`src/rtl/zcash_fpga_rpl_arbiter.sv`:
```
// Round-robin merge of FPGA-to-host reply packets onto one host stream.
// Locks one source per packet, enforces the header length and repairs bad framing.
module zcash_fpga_rpl_arbiter #(
    parameter int unsigned N_SRC    = 4,
    parameter int unsigned DAT_BYTS = 8,
    parameter int unsigned MOD_BITS = 3
) (
    input  logic                          i_clk,
    input  logic                          i_rst_n,
    input  logic [N_SRC*DAT_BYTS*8-1:0]   i_rx_dat,
    input  logic [N_SRC-1:0]              i_rx_val,
    input  logic [N_SRC-1:0]              i_rx_sop,
    input  logic [N_SRC-1:0]              i_rx_eop,
    input  logic [N_SRC*MOD_BITS-1:0]     i_rx_mod,
    output logic [N_SRC-1:0]              o_rx_rdy,
    output logic [DAT_BYTS*8-1:0]         o_tx_dat,
    output logic                          o_tx_val,
    output logic                          o_tx_sop,
    output logic                          o_tx_eop,
    output logic [MOD_BITS-1:0]           o_tx_mod,
    input  logic                          i_tx_rdy,
    output logic                          o_len_err,
    output logic [15:0]                   o_err_cnt,
    output logic [N_SRC-1:0]              o_grant
);

    localparam int unsigned DAT_BITS = DAT_BYTS * 8;
    localparam int unsigned IW       = (N_SRC > 1) ? $clog2(N_SRC) : 1;

    localparam logic [1:0] IDLE  = 2'd0;
    localparam logic [1:0] FWD   = 2'd1;
    localparam logic [1:0] DRAIN = 2'd2;

    logic [1:0]          state_q, state_d;
    logic [IW-1:0]       ptr_q, ptr_d;
    logic [IW-1:0]       lock_q, lock_d;
    logic [N_SRC-1:0]    grant_q, grant_d;
    logic [31:0]         rem_q, rem_d;
    logic                tx_val_q, tx_val_d;
    logic [DAT_BITS-1:0] tx_dat_q, tx_dat_d;
    logic                tx_sop_q, tx_sop_d;
    logic                tx_eop_q, tx_eop_d;
    logic [MOD_BITS-1:0] tx_mod_q, tx_mod_d;
    logic                len_err_q;
    logic [15:0]         err_cnt_q;

    logic                out_free;
    logic                found;
    logic [IW-1:0]       pick, cand, sel;
    logic [DAT_BITS-1:0] sdat;
    logic                sval, ssop, seop;
    logic [MOD_BITS-1:0] smod;
    logic [N_SRC-1:0]    rdy;
    logic                take, is_hdr, err;
    logic [31:0]         cur;

    // Source lookup: in IDLE the round-robin candidate, otherwise the locked source.
    always_comb begin
        out_free = i_tx_rdy || !tx_val_q;
        found    = 1'b0;
        pick     = '0;
        cand     = '0;
        for (int i = 0; i < N_SRC; i++) begin
            cand = IW'((int'(ptr_q) + i) % N_SRC);
            if (!found && i_rx_val[cand] && i_rx_sop[cand]) begin
                found = 1'b1;
                pick  = cand;
            end
        end
        sel  = (state_q == IDLE) ? pick : lock_q;
        sdat = i_rx_dat[int'(sel)*DAT_BITS +: DAT_BITS];
        sval = i_rx_val[sel];
        ssop = i_rx_sop[sel];
        seop = i_rx_eop[sel];
        smod = i_rx_mod[int'(sel)*MOD_BITS +: MOD_BITS];
    end

    always_comb begin
        state_d  = state_q;
        ptr_d    = ptr_q;
        lock_d   = lock_q;
        grant_d  = grant_q;
        rem_d    = rem_q;
        tx_val_d = tx_val_q;
        tx_dat_d = tx_dat_q;
        tx_sop_d = tx_sop_q;
        tx_eop_d = tx_eop_q;
        tx_mod_d = tx_mod_q;
        rdy      = '0;
        take     = 1'b0;
        is_hdr   = 1'b0;
        err      = 1'b0;
        cur      = rem_q;
        if (out_free) begin
            tx_val_d = 1'b0;
            tx_sop_d = 1'b0;
            tx_eop_d = 1'b0;
            tx_mod_d = '0;
        end
        case (state_q)
            IDLE: begin
                if (found) begin
                    if (out_free) begin
                        rdy[pick] = 1'b1;
                        take      = 1'b1;
                        is_hdr    = 1'b1;
                        cur       = (sdat[31:0] < 32'd8) ? 32'd8 : sdat[31:0];
                        ptr_d     = (pick == IW'(N_SRC - 1)) ? '0 : pick + 1'b1;
                        lock_d    = pick;
                        grant_d   = '0;
                        grant_d[pick] = 1'b1;
                        state_d   = FWD;
                    end
                end else begin
                    // Stray non-sop beats are swallowed only when nobody is starting a packet.
                    for (int i = 0; i < N_SRC; i++) begin
                        if (i_rx_val[i] && !i_rx_sop[i]) begin
                            rdy[i] = 1'b1;
                            err    = 1'b1;
                        end
                    end
                end
            end
            FWD: begin
                if (out_free) begin
                    rdy[lock_q] = 1'b1;
                    if (sval) begin
                        take = 1'b1;
                        err  = ssop;
                    end
                end
            end
            DRAIN: begin
                rdy[lock_q] = 1'b1;
                if (sval && seop) begin
                    state_d = IDLE;
                    grant_d = '0;
                end
            end
            default: state_d = IDLE;
        endcase
        if (take) begin
            tx_val_d = 1'b1;
            tx_dat_d = sdat;
            tx_sop_d = is_hdr;
            tx_eop_d = 1'b0;
            tx_mod_d = '0;
            rem_d    = (cur > 32'd8) ? cur - 32'd8 : '0;
            if (seop) begin
                tx_eop_d = 1'b1;
                tx_mod_d = smod;
                err      = err | (cur > 32'd8);
                state_d  = IDLE;
                grant_d  = '0;
            end else if (cur <= 32'd8) begin
                // Length exhausted without eop: close the packet here, drop the rest.
                tx_eop_d = 1'b1;
                tx_mod_d = cur[MOD_BITS-1:0];
                err      = 1'b1;
                state_d  = DRAIN;
            end
        end
    end

    always_ff @(posedge i_clk or negedge i_rst_n) begin
        if (!i_rst_n) begin
            state_q   <= IDLE;
            ptr_q     <= '0;
            lock_q    <= '0;
            grant_q   <= '0;
            rem_q     <= '0;
            tx_val_q  <= 1'b0;
            tx_dat_q  <= '0;
            tx_sop_q  <= 1'b0;
            tx_eop_q  <= 1'b0;
            tx_mod_q  <= '0;
            len_err_q <= 1'b0;
            err_cnt_q <= '0;
        end else begin
            state_q   <= state_d;
            ptr_q     <= ptr_d;
            lock_q    <= lock_d;
            grant_q   <= grant_d;
            rem_q     <= rem_d;
            tx_val_q  <= tx_val_d;
            tx_dat_q  <= tx_dat_d;
            tx_sop_q  <= tx_sop_d;
            tx_eop_q  <= tx_eop_d;
            tx_mod_q  <= tx_mod_d;
            len_err_q <= err;
            if (err && err_cnt_q != 16'hFFFF) begin
                err_cnt_q <= err_cnt_q + 16'd1;
            end
        end
    end

    // Ready is combinational, so hold it low while reset is asserted.
    assign o_rx_rdy  = rdy & {N_SRC{i_rst_n}};
    assign o_tx_dat  = tx_dat_q;
    assign o_tx_val  = tx_val_q;
    assign o_tx_sop  = tx_sop_q;
    assign o_tx_eop  = tx_eop_q;
    assign o_tx_mod  = tx_mod_q;
    assign o_len_err = len_err_q;
    assign o_err_cnt = err_cnt_q;
    assign o_grant   = grant_q;

endmodule

```
`config.mk`:
```
export PLATFORM = sky130hd
export DESIGN_NAME = zcash_fpga_rpl_arbiter
export DESIGN_NICKNAME = d
export VERILOG_FILES = /design/src/rtl/zcash_fpga_rpl_arbiter.sv
export SDC_FILE = /design/constraint.sdc
export NUM_CORES = 1
export LEC_CHECK = 0
export CAP_MARGIN = 20
export CELL_PAD_IN_SITES_DETAIL_PLACEMENT = 1
export CELL_PAD_IN_SITES_GLOBAL_PLACEMENT = 2
export CORE_UTILIZATION = 28
export DETAILED_ROUTE_END_ITERATION = 8
export PLACE_DENSITY_LB_ADDON = 0.1
export SYNTH_ARGS = -nofsm -noshare
export SYNTH_HDL_FRONTEND = slang
export SYNTH_SLANG_ARGS = --single-unit
export TNS_END_PERCENT = 50
```
`constraint.sdc`:
```
create_clock -name i_clk -period 13.5 [get_ports i_clk]
set_input_delay 2.7 -clock i_clk [delete_from_list [all_inputs] [get_ports i_clk]]
set_output_delay 2.7 -clock i_clk [all_outputs]
set_load 0.1 [all_outputs]
```
### Word level (Yosys, flattened, before mapping)

Index checks and enable logic that the tools add are counted.

* register bits after elaboration: 129
* input bits: 283

* $add $sub $neg: 6
* multiply operators: 1
* magnitude comparators: 12
* equal/unequal tests: 4
* shift-type cells: 2
* multiplexer cells: 88
* bitwise operators: 2
* reductions and logical operators: 27

Operator list (count)
* $shiftx 256x9->64: 1
* $mux 32: 5
* $mux 1: 41
* $gt 32x4->1 const B: 1
* $le 32x4->1 const B: 1
* $lt 32x4->1 const B: 1
* $mux 4: 8
* $sub 32x4->32 const B: 1
* $mux 2: 12
* $bmux 1 s2: 11
* $lt 2x3->1 const B: 7
* $add 16x1->16 const B: 1
* $ne 16x16->1 const B: 1
* $logic_and 1x1->1: 15
* $mux 3: 4
* $pmux 4 s3: 1
* $shiftx 12x5->3: 1
* $logic_not 1->1: 8
* $pmux 4 s2: 1
* $pmux 2 s3: 1
* $add 2x1->2 const B: 2
* $add 2x2->2 const B: 2
* $and 4x4->4: 1
* $demux 1 s2: 2
* other kinds (10): 13

### Longest topological paths before layout

Gate-level depths: netlist (run 1).

* word-level depth: 28
* gate-level depth with buffers: 23

### Least setup slack after synthesis (run 1)

No wires, ideal clock.

* path type: input-to-output
* start: input i_rx_val[0]
* end: output o_rx_rdy[0]
* arrival: 4.732 ns
* data required time: 10.800 ns
* slack: 6.068 ns
* stages on the path: 10
* path through: nand3_1 -> a32oi_1 -> buf_2 -> nor2_1 -> inv_1 -> ha_1 -> a31oi_1 -> o32a_1 -> nor2_1 -> o21a_1

* word-level cells in the longest chain between the ends: 24
* elaborated cells between the ends (all ways): 37
* classes of those cells: 2 x order compare; 22 x mux; 1 x bitwise; 12 x reduce/logical

Ends and longest elaborated chain
* start, declared: line 11 `input logic [N_SRC-1:0] i_rx_val,`
* $bmux 1 s2: line 65 `if (!found && i_rx_val[cand] && i_rx_sop[cand]) begin`
* $mux 1 (not written as such): line 65
* $logic_and 1x1->1: line 65
* $mux 1: line 65
* $logic_not 1->1: line 65
* $logic_and 1x1->1 (2 in a row): line 65
* $mux 1: line 65
* $logic_not 1->1: line 65
* (+7 left out)
* net pick[0]: line 49 `logic [IW-1:0] pick, cand, sel;`
* $lt 2x3->1 (not written as such) or $ge 2x1->1 (tied branches): line 104 `rdy[pick] = 1'b1;`
* $logic_and 1x1->1 (not written as such): line 104
* $mux 1 (not written as such): line 104
* $demux 1 s2 (*): line 104
* $mux 4 (*): line 103 `if (out_free) begin`
* $mux 4 (*): line 102 `if (found) begin`
* $pmux 4 s3 (*): line 100 `case (state_q)`
* $and 4x4->4 (*): line 198 `assign o_rx_rdy = rdy & {N_SRC{i_rst_n}};`
* end, declared: line 15 `output logic [N_SRC-1:0] o_rx_rdy,`

Mark *: on every way through the listed nets, which the timed path passes. The rest lies on a longest branch. The select of a mux whose other input is x is not followed.

### Worst setup path in the final report (run 1)

* start: input i_rx_val[0]
* end: output o_rx_rdy[1]

Same word-level chain as after synthesis.

==> results.txt, run 1 <==
- Compared with the post-synthesis result, the final layout area differs by 49.1%.
- Share of cells above drive strength 1: 0.146
* Hold path depth: 2
- After technology mapping, the gate count stands at between 900 and 1,000.
- In the final routed layout, each cell accounts on average for 26.8 um.
* Count of pins over their slew limit: 0
- Startpoint class of the critical path: primary input
- Sequential cell area fraction in the yosys report: 0.332
- For this run, design rule violations remaining after detail routing come to 0.
* Antenna violation net count after detailed routing: 0
* Final wirelength: 47.9 mm
- Before antenna repair, the detailed router went through 7 iterations.
- The worst setup path is captured at a primary output.
- Once layout is complete, the utilization of the core stands at 0.428.
- Hold repair after CTS inserted 0 buffers.
* Max frequency: 114 MHz
- Yosys mapped the design onto 94 distinct sky130hd cell types.
- In this run the horizontal extent of the chip is 188 um.
- Maximum level of the CTS H-tree: 4
- The net count of the finished layout is about 1,600.
- Total congestion overflow after global routing: 0
* Number of gates given a new drive strength after cts: 0
* Depth of the most critical reg-to-reg path: 17
- The clock passes through at most 2 buffers.
* Mapped Area: roughly 9700 um2
- Setup repair after global routing left no endpoint under its margin.
- STA puts the critical path data arrival time at between 6 and 7 ns.
- The number of hold-slack violations in the final timing report is 0.
- CTS tree: yes
- In this run the tool buffered the top-level ports with 377 buffer cells.
- Post-route insts no fill: ~1,800
- After synthesis, the cell types taking the most area are sky130_fd_sc_hd__dfrtp_1 33%, sky130_fd_sc_hd__mux4_2 11%, sky130_fd_sc_hd__mux2_2 6.6%.
* Placeable core area: 33,900 um2
* Worst Hold Endpoint: o_tx_dat[20]$_DFFE_PN0P_
* Proportion of power drawn by combinational gates: 0.704
- Post-Route Setup TNS: 0 ns
- Pin count of the biggest net entering global routing: between 80 and 90
- IR analysis of the VDD net gives a maximum drop of 0.175 mV.
* Syn nets: approximately 1,300
- Clk network pwr share: 0.124
* Switch share: 0.564
- Total setup violations reported at the end of the flow: 0
- Result of the run: finished clean
- Worst-path fanout max: 7
- The startpoint identified for the worst register-to-register timing path is state_q[1]$_DFF_PN0_.
* Worst Clk Skew: 0.0160 ns
- Counting tap cells, the placed design contains a total of about 1,800 instances.
* Clock Latency Late Sink: ~0.44 ns
- The HPWL after detailed placement is roughly 38 mm.
- In this run the critical register-to-register path is captured at o_err_cnt[7]$_DFFE_PN0P_.
- Switching pwr: ~2300 uW
- Routed vias: just under 10,000
- Leakage power of the design: ~0.0055 uW
- Final weighted congestion in routability-driven placement: between 0.8 and 0.9
- The critical path is of the primary input to primary output type.
* Relative slew slack: 0.258
- Post-synthesis average cell area: approximately 10 um2
- Flop and latch count out of synthesis: 129
- For this run, asynchronously set or reset flops after synthesis account for 1.00.
- Number of antenna violations at the first check in global routing: 3
- Internal power comes to roughly 1800 uW.
- The worst hold path belongs to the class flip-flop to flip-flop.
- For this run, the leading register cell type out of synthesis is sky130_fd_sc_hd__dfrtp_1.
* Final critical delay including setup and external delays: approximately 9 ns
* Chip height: 188 um
- IO Count: 378
- Once the clock tree was built, the setup fixing pass inserted 0 buffers.
- The share of synthesized area in the top cell type comes to 0.332.
- The floorplan step defined a die boundary enclosing 35,500 um2.
- Transition time of the tightest slew-check pin: between 1 and 1.5 ns
- Vias in the first global route: 10,900
- The worst hold path begins at o_tx_dat[20]$_DFFE_PN0P_.
* Clock Sink Count: roughly 130
- Critical Path Source: i_rx_val[0]
- Across the run, the number of max-cap violations was 0.
* Ratio of total power to cell area: 287 nW/um2
- Number of enable flip-flop cells after synthesis: 0
- Tcrit/Tclk final: 0.649
- Iteration-0 DRC Markers: 609
- Critical path data required time: around 11 ns
- Dividing the detail-routed via count by the number of cells gives ~5.5.
* Sequential cell fraction of total power: 0.172
- GRT Total Usage: 0.273
- Clock-pin slew was measured on the worst setup and hold paths at roughly 0.07 ns.
* Effective utilization at floorplan: 0.287
- Number of warnings issued by yosys: 0
- The first global-routing pass estimated ~70 mm of wire.
- The initialized floorplan defines 67 standard-cell rows.
- In this run the register-to-register setup slack is around 7.3 ns.
- Buffers inserted during clock tree synthesis total 17.
* Clock tree root buffer cell: sky130_fd_sc_hd__clkbuf_16
- Of all cell types, the one taking the most synthesized area is sky130_fd_sc_hd__dfrtp_1.
==> worst max-delay path by stage <==
stage | endpoint | slack, ns | cells past startpoint
after floorplan | o_rx_rdy[0] | 6.07 | 10
after global placement | o_rx_rdy[0] | 4.80 | 12
after detailed placement | o_rx_rdy[0] | 4.74 | 11
after CTS | o_rx_rdy[0] | 4.73 | 11
after global routing | o_rx_rdy[1] | 4.52 | 12
final | o_rx_rdy[1] | 4.74 | 12
==> stage by stage <==
stage	worst slack [ns]	cell area, um2	hold slack [ns]	power [uW]
finish	4.74	14500	0.484	4160
global route	4.52	14500	0.515	4360
CTS	4.73	14500	0.495	4180
detailed placement	4.74	13900	0.478	3650
global placement	4.80	13900	0.463	3630
floorplan	6.07	9720	0.448	2810
==> routing by layer <==
metal,GRT usage,up-vias,share of wire
met5,0,-,0
met4,0.107,0,0.036
met3,0.0641,72,0.076
met2,0.467,454,0.48
met1,0.330,4949,0.41
li1,-,4450,-
==> cell usage in the layout (no fill, tap or decap), types with 20 or more instances in the layout <==
| cell type | instances |
|---|---|
| sky130_fd_sc_hd__xnor2_1 | 24 |
| sky130_fd_sc_hd__mux2i_1 | 26 |
| sky130_fd_sc_hd__nor2_1 | 79 |
| sky130_fd_sc_hd__nor3_1 | 20 |
| sky130_fd_sc_hd__nand2_1 | 107 |
| sky130_fd_sc_hd__o21ai_0 | 31 |
| sky130_fd_sc_hd__a21oi_1 | 41 |
| sky130_fd_sc_hd__clkdlybuf4s50_1 | 376 |
| sky130_fd_sc_hd__dfrtp_1 | 129 |
| sky130_fd_sc_hd__mux2_2 | 57 |
| sky130_fd_sc_hd__nor4_1 | 26 |
| sky130_fd_sc_hd__nand3_1 | 29 |
| sky130_fd_sc_hd__mux4_2 | 48 |
==> cell type report <==
type                    instances  area (um2)
flip-flops and latches        129        3230
fillers                      3761       19400
clock inverters                13         171
well taps                     448         561
repair buffers                394        3900
clock buffers                  19         443
diodes                          2        5.00
multi-input cells             768        6110
inverters                      17        63.8
==> state kept, by name, indices dropped and copies added, names as in the netlist <==
register   flops
o_tx_dat      64
o_err_cnt     16
rem_q         32
o_tx_mod       3
o_grant        4
o_tx_eop       1
o_len_err      1
ptr_q          2
o_tx_sop       1
state_q        2
o_tx_val       1
lock_q         2
==> synthesized netlist by cell type (20+ instances only) <==
| library cell | count |
|---|---|
| sky130_fd_sc_hd__nor2_1 | 79 |
| sky130_fd_sc_hd__clkbuf_1 | 26 |
| sky130_fd_sc_hd__buf_2 | 24 |
| sky130_fd_sc_hd__xnor2_1 | 24 |
| sky130_fd_sc_hd__nand3_1 | 29 |
| sky130_fd_sc_hd__mux2i_1 | 26 |
| sky130_fd_sc_hd__o21ai_0 | 31 |
| sky130_fd_sc_hd__nor3_1 | 20 |
| sky130_fd_sc_hd__a21oi_1 | 41 |
| sky130_fd_sc_hd__nor4_1 | 26 |
| sky130_fd_sc_hd__dfrtp_1 | 129 |
| sky130_fd_sc_hd__mux2_2 | 57 |
| sky130_fd_sc_hd__nand2_1 | 107 |
| sky130_fd_sc_hd__mux4_2 | 48 |
==> power groups by stage <==
| stage | sequential [uW] | clock [uW] | combinational, uW |
|---|---|---|---|
| after floorplan | 1530 | 0 | 1280 |
| after global placement | 719 | 0 | 2910 |
| after detailed placement | 725 | 0 | 2930 |
| after CTS | 720 | 524 | 2940 |
| after global routing | 743 | 538 | 3080 |
| final | 717 | 515 | 2930 |
==> critical path: stages <==
cell,delay [ns]
sky130_fd_sc_hd__clkdlybuf4s50_1,0.60
sky130_fd_sc_hd__nand3_1,0.21
sky130_fd_sc_hd__a22oi_2,0.47
sky130_fd_sc_hd__nor3_1,0.17
sky130_fd_sc_hd__inv_1,0.11
sky130_fd_sc_hd__ha_1,0.18
sky130_fd_sc_hd__a31oi_1,0.09
sky130_fd_sc_hd__nor2_1,0.09
sky130_fd_sc_hd__a31oi_1,0.06
sky130_fd_sc_hd__nor2_1,0.12
sky130_fd_sc_hd__o21a_1,0.13
sky130_fd_sc_hd__clkdlybuf4s50_1,1.13
==> cell families (layout without fill, tap and decap cells) <==
family | Yosys count | in the layout | share of synthesized area
simple gates | 350 | 350 | 0.185
compound gates | 241 | 241 | 0.192
mux | 132 | 132 | 0.205
flops | 129 | 129 | 0.332
buf+inv | 84 | 443 | 0.0433
xor+xnor | 38 | 38 | 0.0342
fa+ha+maj | 7 | 7 | 0.00901
other cells | 0 | 2 | 0
Note: power is estimated with default switching activity, not from simulation.
==> inputs of run 2 (changes only) <==
--- a/config.mk
+++ b/config.mk
@@ -8,7 +8,7 @@
 export CAP_MARGIN = 20
 export CELL_PAD_IN_SITES_DETAIL_PLACEMENT = 1
 export CELL_PAD_IN_SITES_GLOBAL_PLACEMENT = 2
-export CORE_UTILIZATION = 28
+export CORE_UTILIZATION = 26
 export DETAILED_ROUTE_END_ITERATION = 8
 export PLACE_DENSITY_LB_ADDON = 0.1
 export SYNTH_ARGS = -nofsm -noshare
==> constraint.sdc (replaced) <==
create_clock -name i_clk -period 8.9 [get_ports i_clk]
set_input_delay 1.78 -clock i_clk [delete_from_list [all_inputs] [get_ports i_clk]]
set_output_delay 1.78 -clock i_clk [all_outputs]
set_load 0.1 [all_outputs]
==> run 2 against run 1 <==
Compared with the run above:
- die area up 7.6%
- setup slack worse by 3.1 ns
- critical path type is now primary input to flip-flop
- non-clock buffer count up 2
- via count rose by 0.77%
- highest routed layer unchanged
- power grew 52%
- sequential cell count did not move
- clock skew barely moved
- first-iteration DRC count down 4.8%
==> results.txt, run 2 (synthesis results as in run 1) <==
- Worst Clk Skew: 0.0156 ns (was 0.0160 ns)
- Hold/Removal Path Class: flip-flop to flip-flop (unchanged)
- The largest net degree at the start of global routing came to 77 (was 82).
* Total congestion overflow after global routing: 0 (unchanged)
- The critical path required time is 9.27 ns (was 10.80 ns).
- The kind of start point of the critical path is a primary input (unchanged).
- The worst setup slack before clock tree synthesis is 1.23 ns (was 4.74 ns).
- The number of max-slew violations in the final report came to 0 (unchanged).
- The initial DRC count was 580 (was 609).
- The global-route usage over all layers is 0.262 (was 0.273).
- The half-perimeter wire length of the detailed placement result is 39.9 mm (was 37.9 mm).
- The total number of H-tree levels came to 4 (unchanged).
- The setup slack of the critical path after layout was 1.62 ns (was 4.74 ns).
- Max frequency: ~140 MHz
- The remaining routing DRC violations was 0 (unchanged).
- The number of clock buffers inserted by TritonCTS came to 17 (unchanged).
* Result of the run: finished clean (unchanged)
- Width of the die: 195 um (was 188 um)
- The initial core utilization was 0.265 (was 0.287).
- Wire length of the first global-routing pass: 72.9 mm (was 71.5 mm)
* Transition time of the tightest slew-check pin: 1.09 ns (was 1.11 ns)
- Crit path DAT: 7.65 ns (was 6.06 ns)
* Clock Sink Count: 129 (unchanged)
- Clock-pin slew of the registers on the worst-case setup and hold paths: 0.06 ns (was 0.07 ns)
- Clock tree root buffer cell: sky130_fd_sc_hd__clkbuf_16 (unchanged)
- CTS tree: yes (unchanged)
- Top library cells by usage in the layout, fill and taps aside: 376 x sky130_fd_sc_hd__clkdlybuf4s50_1, 129 x sky130_fd_sc_hd__dfrtp_1, 107 x sky130_fd_sc_hd__nand2_1, 79 x sky130_fd_sc_hd__nor2_1, 57 x sky130_fd_sc_hd__mux2_2 (unchanged).
- Final critical delay including setup and external delays: about 7.3 ns
- Final weighted congestion in routability-driven placement: 0.872 (was 0.866)
* Max reg flops: 64 (unchanged)
- The final-report setup violation count was 0 (unchanged).
* Antenna violation net count after detailed routing: 0 (unchanged)
- Register-to-register setup slack: 2.80 ns (was 7.33 ns)
* Routed vias: 10,000 (was 9,925)
- The post-placement cell count is 1,778 (was 1,756).
- The number of buffers inserted for hold repair after clock tree synthesis is 0 (unchanged).
- Worst Hold Launch: o_tx_sop$_DFFE_PN0P_ (was o_tx_dat[20]$_DFFE_PN0P_)
* Count of TritonRoute iterations in the first routing pass: 8 (was 7)
- Depth of the most critical reg-to-reg path: 16 (was 17)
* Hold path depth: 2 (unchanged)
- The endpoint type of the worst setup path was a flip-flop (was primary output).
- The count of input and output buffers is 377 (unchanged).
* Unrepaired setup endpoints after global routing: no (unchanged)
* Worst r2r dst: o_err_cnt[10]$_DFFE_PN0P_ (was o_err_cnt[7]$_DFFE_PN0P_)
- Via/cell ratio: 5.52 (was 5.54)
* Post-route insts no fill: 1,812 (was 1,790)
- Number of maximum-capacitance constraint violations: 0 (unchanged)
- Number of antenna violations at the first check in global routing: 3 (unchanged)
* Clock Latency Late Sink: 0.44 ns (about the same)
- Number of gates given a new drive strength after cts: 0 (unchanged)
- Worst Hold Endpoint: o_tx_sop$_DFFE_PN0P_ (was o_tx_dat[20]$_DFFE_PN0P_)
- The final routed wire length divided by cell count was 27.5 um (was 26.8 um).
* Ratio of total power to cell area: 435 nW/um2 (was 287 nW/um2)
- Leakage power of the design: 0.00555 uW (was 0.00552 uW)
- IO Count: 378 (unchanged)
- Hold violation total from the final report: 0 (unchanged)
- Total Die Area: 38,200 um2 (was 35,500 um2)
- Number of standard-cell rows in the floorplan: 70 (was 67)
- The routed wire length was 49.8 mm (was 47.9 mm).
- Post-Route Setup TNS: 0 ns (unchanged)
- Area Overhead vs Synth: 49.8% (was 49.1%)
- Tcrit/Tclk final: 0.818
* Most common library cell in the layout ignoring fill and taps: sky130_fd_sc_hd__clkdlybuf4s50_1 (unchanged)
- The maximum net fanout on the critical path is 24 (was 7).
- Worst voltage drop across the vdd grid: 0.263 mV (was 0.175 mV)
- The ratio of cells with drive above 1 in the final layout is 0.148 (was 0.146).
* Critical path class: primary input to flip-flop (was primary input to primary output)
* Number of nets in the layout: 1,619 (was 1,617)
- The area inside the core boundary is 36,700 um2 (was 33,900 um2).
* Chip height: 195 um (was 188 um)
* Start of the worst register-to-register path: state_q[1]$_DFF_PN0_ (unchanged)
* Post-CTS Setup Inserts: 0 (unchanged)
- Relative slew slack: 0.274 (was 0.258)
- Vias in the first global route: 10,600 (was 10,900)
- The number of buffers on the longest clock path is 2 (unchanged).
-- run 2: cell types whose count changed in the layout (fill, tap and decap cells not counted), sizes merged --
| cell | change |
|---|---|
| clkinv | +5 |
| buf | +2 |
| clkinvlp | -2 |
| inv | -2 |
| clkbuf | -1 |
-- run 2: power by group --
part | internal, uW | switching, uW
registers | 863 | 229
clock network | 446 | 317
logic | 1460 | 3030
total | 2770 | 3570
-- run 2: final cells by class --
type / count / area, um2
fillers: 4122 / 22100
multi-input cells: 768 / 6110
repair buffers: 396 / 3960
flip-flops and latches: 129 / 3230
well taps: 468 / 586
clock buffers: 18 / 429
clock inverters: 14 / 178
inverters: 17 / 63.8
diodes: 2 / 5.00
-- run 2: metal layers --
layer / vias up / global-route usage / routed length (um)
met3: 60 / 0.0599 / 3190
met1: 5054 / 0.323 / 20800
met2: 430 / 0.453 / 24500
li1: 4457 / - / -
met5: - / 0 / 0
met4: 0 / 0.0814 / 1280
-- run 2: critical path: stages --
cell	delay, ns
sky130_fd_sc_hd__clkdlybuf4s50_1	0.58
sky130_fd_sc_hd__a22oi_1	0.34
sky130_fd_sc_hd__or3_1	0.59
sky130_fd_sc_hd__o21ai_4	0.56
sky130_fd_sc_hd__buf_4	0.46
sky130_fd_sc_hd__mux4_2	0.41
sky130_fd_sc_hd__o311ai_1	0.46
sky130_fd_sc_hd__o2111ai_1	0.30
sky130_fd_sc_hd__nor4_4	0.32
sky130_fd_sc_hd__inv_1	0.19
sky130_fd_sc_hd__ha_1	0.33
sky130_fd_sc_hd__a41oi_1	0.05
sky130_fd_sc_hd__o21ai_1	0.23
sky130_fd_sc_hd__o21a_1	0.25
sky130_fd_sc_hd__nand4_1	0.33
sky130_fd_sc_hd__nor3_1	0.29
sky130_fd_sc_hd__xnor2_1	0.14
-- run 2: worst max-delay path by stage --
| stage | from | end | slack (ns) |
|---|---|---|---|
| 6_report | i_rx_val[2] | o_err_cnt[10]$_DFFE_PN0P_ | 1.62 |
| 4_1_cts | i_rx_val[0] | o_err_cnt[15]$_DFFE_PN0P_ | 1.68 |
| 2_1_floorplan | i_rx_val[0] | o_err_cnt[5]$_DFFE_PN0P_ | 3.04 |
| 3_3_place_gp | i_rx_val[2] | o_err_cnt[10]$_DFFE_PN0P_ | 1.38 |
| 3_5_place_dp | i_rx_val[0] | o_err_cnt[10]$_DFFE_PN0P_ | 1.23 |
| 5_1_grt | i_rx_val[0] | o_err_cnt[10]$_DFFE_PN0P_ | 1.16 |
-- run 2: metrics by stage --
step / hold slack [ns] / cell area (um2) / total power (uW) / util
5_1_grt: 0.498 / 14600 / 6640 / 0.397
2_1_floorplan: 0.448 / 9720 / 4260 / -
3_5_place_dp: 0.472 / 13900 / 5600 / 0.380
4_1_cts: 0.482 / 14600 / 6390 / 0.396
6_report: 0.475 / 14600 / 6340 / 0.397
3_3_place_gp: 0.459 / 13900 / 5570 / 0.380
